--- config.mk ---
export PLATFORM = sky130hd
export DESIGN_NAME = arbiter
export DESIGN_NICKNAME = d
export VERILOG_FILES = /design/src/rtl/arbiter.sv
export SDC_FILE = /design/constraint.sdc
export NUM_CORES = 1
export LEC_CHECK = 0
export ABC_AREA = 1
export CORE_MARGIN = 4
export CORE_UTILIZATION = 44
export CTS_BUF_LIST = sky130_fd_sc_hd__clkbuf_8
export DETAILED_ROUTE_END_ITERATION = 6
export PLACE_DENSITY_LB_ADDON = 0.05
export SETUP_SLACK_MARGIN = 0.3
export SLEW_MARGIN = 20
export SYNTH_ARGS = -nofsm -noshare
export SYNTH_HDL_FRONTEND = slang
export SYNTH_SLANG_ARGS = --single-unit
--- constraint.sdc ---
create_clock -name clk -period 5.4 [get_ports clk]
set_input_delay 0.54 -clock clk [delete_from_list [all_inputs] [get_ports clk]]
set_output_delay 0.54 -clock clk [all_outputs]
set_load 0.02 [all_outputs]
--- src/rtl/arbiter.sv ---
// Round-robin merge of ninputs valid/ready streams into a single output stream.
// Each accepted message is tagged with its source index in the upper bits and
// buffered in a 2-entry FIFO, so nothing combinational reaches the output side.
module arbiter #(
  parameter  int nbits      = 32,
  parameter  int ninputs    = 8,
  localparam int addr_nbits = $clog2(ninputs)
) (
  input  logic                         clk,
  input  logic                         reset,
  input  logic [ninputs-1:0]           istream_val,
  input  logic [nbits-1:0]             istream_msg [ninputs],
  output logic [ninputs-1:0]           istream_rdy,
  output logic                         ostream_val,
  output logic [addr_nbits+nbits-1:0]  ostream_msg,
  input  logic                         ostream_rdy
);

  localparam int ow = addr_nbits + nbits;

  // Priority pointer: the index searched first when picking a grant.
  logic [addr_nbits-1:0] ptr_q;
  logic [addr_nbits-1:0] ptr_d;

  // Two-entry FIFO storage and bookkeeping.
  logic [ow-1:0] mem_q [2];
  logic          wr_ptr_q;
  logic          wr_ptr_d;
  logic          rd_ptr_q;
  logic          rd_ptr_d;
  logic [1:0]    count_q;
  logic [1:0]    count_d;

  logic                  grant_any;
  logic [addr_nbits-1:0] grant_idx;
  logic [ninputs-1:0]    grant_oh;
  logic                  fifo_full;
  logic                  push;
  logic                  pop;
  logic [ow-1:0]         enq_entry;

  // Full means "cannot accept this cycle"; a same-cycle pop does not free a slot.
  assign fifo_full = (count_q == 2'd2);

  // Round-robin search starting at ptr_q, wrapping modulo ninputs.
  always_comb begin
    logic [addr_nbits:0] sum;
    grant_any = 1'b0;
    grant_idx = '0;
    sum       = '0;
    for (int k = 0; k < ninputs; k++) begin
      sum = {1'b0, ptr_q} + (addr_nbits + 1)'(k);
      if (sum >= (addr_nbits + 1)'(ninputs)) begin
        sum = sum - (addr_nbits + 1)'(ninputs);
      end
      if (!grant_any && istream_val[sum[addr_nbits-1:0]]) begin
        grant_any = 1'b1;
        grant_idx = sum[addr_nbits-1:0];
      end
    end
  end

  // Only the granted input may see ready, and never during reset or when full.
  for (genvar gi = 0; gi < ninputs; gi++) begin : g_rdy
    assign grant_oh[gi]    = grant_any && (grant_idx == addr_nbits'(gi));
    assign istream_rdy[gi] = grant_oh[gi] && !fifo_full && !reset;
  end

  // A grant implies the granted valid is high, so ready alone marks a transfer.
  assign push      = grant_any && !fifo_full && !reset;
  assign enq_entry = {grant_idx, istream_msg[grant_idx]};

  // Output is driven purely from FIFO state; reset masks it in the reset cycle.
  assign ostream_val = (count_q != 2'd0) && !reset;
  assign ostream_msg = mem_q[rd_ptr_q];
  assign pop         = ostream_val && ostream_rdy;

  // Next-state for pointer and FIFO occupancy.
  always_comb begin
    ptr_d    = ptr_q;
    wr_ptr_d = wr_ptr_q;
    rd_ptr_d = rd_ptr_q;
    count_d  = count_q;
    if (push) begin
      if (grant_idx == addr_nbits'(ninputs - 1)) begin
        ptr_d = '0;
      end else begin
        ptr_d = grant_idx + addr_nbits'(1);
      end
      wr_ptr_d = ~wr_ptr_q;
    end
    if (pop) begin
      rd_ptr_d = ~rd_ptr_q;
    end
    case ({push, pop})
      2'b10:   count_d = count_q + 2'd1;
      2'b01:   count_d = count_q - 2'd1;
      default: count_d = count_q;
    endcase
  end

  // Control state registers; reset discards any in-flight entries.
  always_ff @(posedge clk) begin
    if (reset) begin
      ptr_q    <= '0;
      wr_ptr_q <= 1'b0;
      rd_ptr_q <= 1'b0;
      count_q  <= 2'd0;
    end else begin
      ptr_q    <= ptr_d;
      wr_ptr_q <= wr_ptr_d;
      rd_ptr_q <= rd_ptr_d;
      count_q  <= count_d;
    end
  end

  // FIFO payload storage; contents are only meaningful while counted valid.
  always_ff @(posedge clk) begin
    if (push) begin
      mem_q[wr_ptr_q] <= enq_entry;
    end
  end

endmodule

==> results.yml, run 1 <==
status:
  status: "finished clean"
drt:
  num_vias: 8391
  drt_iter0_markers: 658
  wl_met2_microns: 13300
  ant_nets: 0
  highest_layer: "met5"
  drtPass1Iterations: 5
  met3_length_microns: 2460
  drc: 0
  routedWlPerCell_microns: 17.3
  viasPerCell: 5.26
  drt-met1-wl_microns: 11200
  drt-total-wl_microns: 27600
flow_run:
  cap_violations: 0
sta:
  tightest_slew_ns: 1.06
  fin_crit_sh_pct: 89.7
  hold_violations: 0
  period_minus_slack_ns: 4.84
  max_freq_mhz: 207
  rsz0062_at_grt: "false"
  max_slew_margin_pct: 29.1
  fin_skew_ns: 0.0114
  setup_viol: 0
  slew_violations: 0
  setup_tns_ns: 0
worst_hold_path:
  hp-class: "flop to flop"
critical_path:
  cpMostUsedCell: "ha_1"
  critical_path_class: "flop to output port"
  arrival_ns: 4.30
  cp-start-kind: "flop"
  max_stage_delay_ns: 0.63
  crit_slowest_cell: "clkdlybuf4s50_1"
  path_cells: "inv_2, ha_1, inv_1, nand3_1, nand2_1, nor2_1, a31oi_2, inv_2, nor2_4, nand3_4, nand3_1, ha_1, ha_1, inv_1, nor2_1, clkdlybuf4s50_1"
  cp-end-kind: "output port"
  path_max_fanout: 15
  cp.required_ns: 4.86
yosys:
  syn_area_per_cell_sq_um: 6.37
  synth_edf_count: 70
  yosys.area.top_type_share_pct: 29.4
  netlist_area_sq_um: 7150
  yosysUniqueCellTypes: 30
  synthFlopType: "edfxtp_1"
  async_flop_share_pct: 0
  ys_warn_count: 0
  synth-seq-cells: 78
  yosysMostFrequentCell: "nand2_1"
  syn-num-nets: 1394
  ys_top_cells_by_area: "edfxtp_1 (29%), nand2_1 (25%), nand4_1 (11%), inv_1 (7.7%), nand3_1 (6.9%)"
  seq_area_frac_synth_pct: 31.6
  synth_common_cells: "nand2_1 (474), inv_1 (146), nand4_1 (129)"
  synth_cells: 1122
  yosysTopAreaCell: "edfxtp_1"
floorplanning:
  die_w_microns: 135
  initial_core_util_pct: 45.0
  die-area_sq_um: 18300
  coreArea_sq_um: 15900
  pin_count: 311
  die_height_microns: 135
  rows: 46
clock_tree:
  postCtsSetupBuffers: 0
  cts_tree: "yes"
  clkTransAtPathRegs_ns: 0.08
  cts.sinks: 78
  htree_levels: 3
  clk-insertion-delay-late_ns: 0.38
  cts_buffer_depth: 2
  cts_buffers: 9
  ctsRootBufferMaster: "clkbuf_8"
final_layout:
  syn_to_final_growth_pct: 47.7
  layout-drive-gt1-share_pct: 6.39
  nets: 1644
global_routing:
  grt_pass1_wl_microns: 41100
  grt_max_degree: 131
  track_usage_pct: 28.7
  antenna_found_initial: 2
  grt-ovfl-total: 0
  first_global_vias: 7517
place:
  gp_congestion: 0.902
  port_buffers: 310
  hpwl_microns: 19800
-- cell type report --
| class | instances | area (sq um) |
|---|---|---|
| Multi-Input combinational cell | 808 | 3990 |
| Timing Repair Buffer | 322 | 3220 |
| Tap cell | 216 | 270 |
| Fill cell | 1508 | 5330 |
| Antenna cell | 3 | 7.51 |
| Clock buffer | 9 | 124 |
| Clock inverter | 7 | 114 |
| Sequential cell | 78 | 2270 |
| Inverter | 153 | 574 |
-- through the flow --
step                instance area (sq um)  hold slack (ns)  std cells  utilization [%]  worst slack, ns
floorplan                            7150            0.443       1122                -             1.53
global placement                    10300            0.461       1576             64.8            0.823
detailed placement                  10300            0.463       1576             64.8            0.713
CTS                                 10500            0.481       1592             66.4            0.523
global route                        10600            0.513       1594             66.4            0.324
finish                              10600            0.487       1596             66.5            0.558
-- repair_timing --
item                       4_1_cts  5_1_grt
pin swaps                        0        1
gates resized for setup          1        1
setup endpoints to repair        1        1
hold buffers                     0        0
gates cloned                     0        1
-- worst max-delay path: cells and delay by family (launching register included) --
family / cells / cell delay (ns)
buf+inv: 5 / 1.19
compound gates: 1 / 0.27
fa+ha+maj: 3 / 0.75
flops: 1 / 0.59
simple gates: 7 / 1.13
-- logic make-up (layout without fill, tap and decap cells) --
kind of cell	after synthesis	in the layout	share of synthesized area [%]
multiplexers	35	35	5.51
buffers and inverters	237	491	13.6
flip-flops	78	78	31.6
XOR/XNOR	4	4	0.595
AND/OR/NAND/NOR	745	746	46.2
adder cells (fa/ha/maj)	5	5	0.875
other	0	3	0
AO/OA/AOI/OAI	18	18	1.59
-- path summary, 6_finish.rpt --
| kind | to | start | cells after the start | slack [ns] |
|---|---|---|---|---|
| worst min register to register | count_q[1] | count_q[1] | 1 | 0.49 |
| worst max-delay path | istream_rdy[7] | ptr_q[1] | 16 | 0.56 |
| worst min-delay path | count_q[1] | count_q[1] | 1 | 0.49 |
| worst max register to register | mem_q[1][10] | ptr_q[1] | 18 | 1.30 |
-- state kept, by name, summed over array words and instances (netlist names), named ones only --
name      cells
count_q       2
mem_q        70
ptr_q         3
rd_ptr_q      1
wr_ptr_q      1
-- cells in the final DEF (no fill, tap or decap), drive strengths merged --
master         instances
nand2                474
clkdlybuf4s50        310
inv                  154
nand4                131
nand3                103
edfxtp                70
mux2                  35
nor2                  35
buf                   12
clkbuf                 9
dfxtp                  8
o21ai                  7
a21oi                  5
ha                     5
diode                  3
bufinv                 3
a31oi                  2
xor2                   2
o31ai                  2
nor3                   2
xnor2                  2
clkinv                 2
a21boi                 1
o22ai                  1
nand3b                 1
clkinvlp               1
-- metal layers --
| metal | up-vias | GRT usage, % |
|---|---|---|
| met2 | 357 | 48.4 |
| met1 | 3832 | 36.6 |
| li1 | 4158 | - |
| met4 | 2 | 7.45 |
| met3 | 42 | 7.43 |
| met5 | - | 0 |
Power of run 1 is left out: the tool's default activity adds up to more than one toggle a clock period on the data nets, which glitch-free logic cannot reach.
==> run 2, diff against run 1 <==
--- a/config.mk
+++ b/config.mk
@@ -12,6 +12,7 @@
 export DETAILED_ROUTE_END_ITERATION = 6
 export PLACE_DENSITY_LB_ADDON = 0.05
 export SETUP_SLACK_MARGIN = 0.3
+export SKIP_CTS_REPAIR_TIMING = 1
 export SLEW_MARGIN = 20
 export SYNTH_ARGS = -nofsm -noshare
 export SYNTH_HDL_FRONTEND = slang
==> results of run 2 <==
Same layout as run 1: the final DEF is identical, and so are final timing and power.
Power of run 2 is left out for the same reason.
==> run 3, diff against run 2 <==
--- a/config.mk
+++ b/config.mk
@@ -9,11 +9,11 @@
 export CORE_MARGIN = 4
 export CORE_UTILIZATION = 44
 export CTS_BUF_LIST = sky130_fd_sc_hd__clkbuf_8
+export CTS_CLUSTER_SIZE = 28
 export DETAILED_ROUTE_END_ITERATION = 6
 export PLACE_DENSITY_LB_ADDON = 0.05
 export SETUP_SLACK_MARGIN = 0.3
 export SKIP_CTS_REPAIR_TIMING = 1
-export SLEW_MARGIN = 20
 export SYNTH_ARGS = -nofsm -noshare
 export SYNTH_HDL_FRONTEND = slang
 export SYNTH_SLANG_ARGS = --single-unit
==> results of run 3 <==
Same layout as run 1: the final DEF is identical, and so are final timing and power.
Power of run 3 is left out for the same reason.
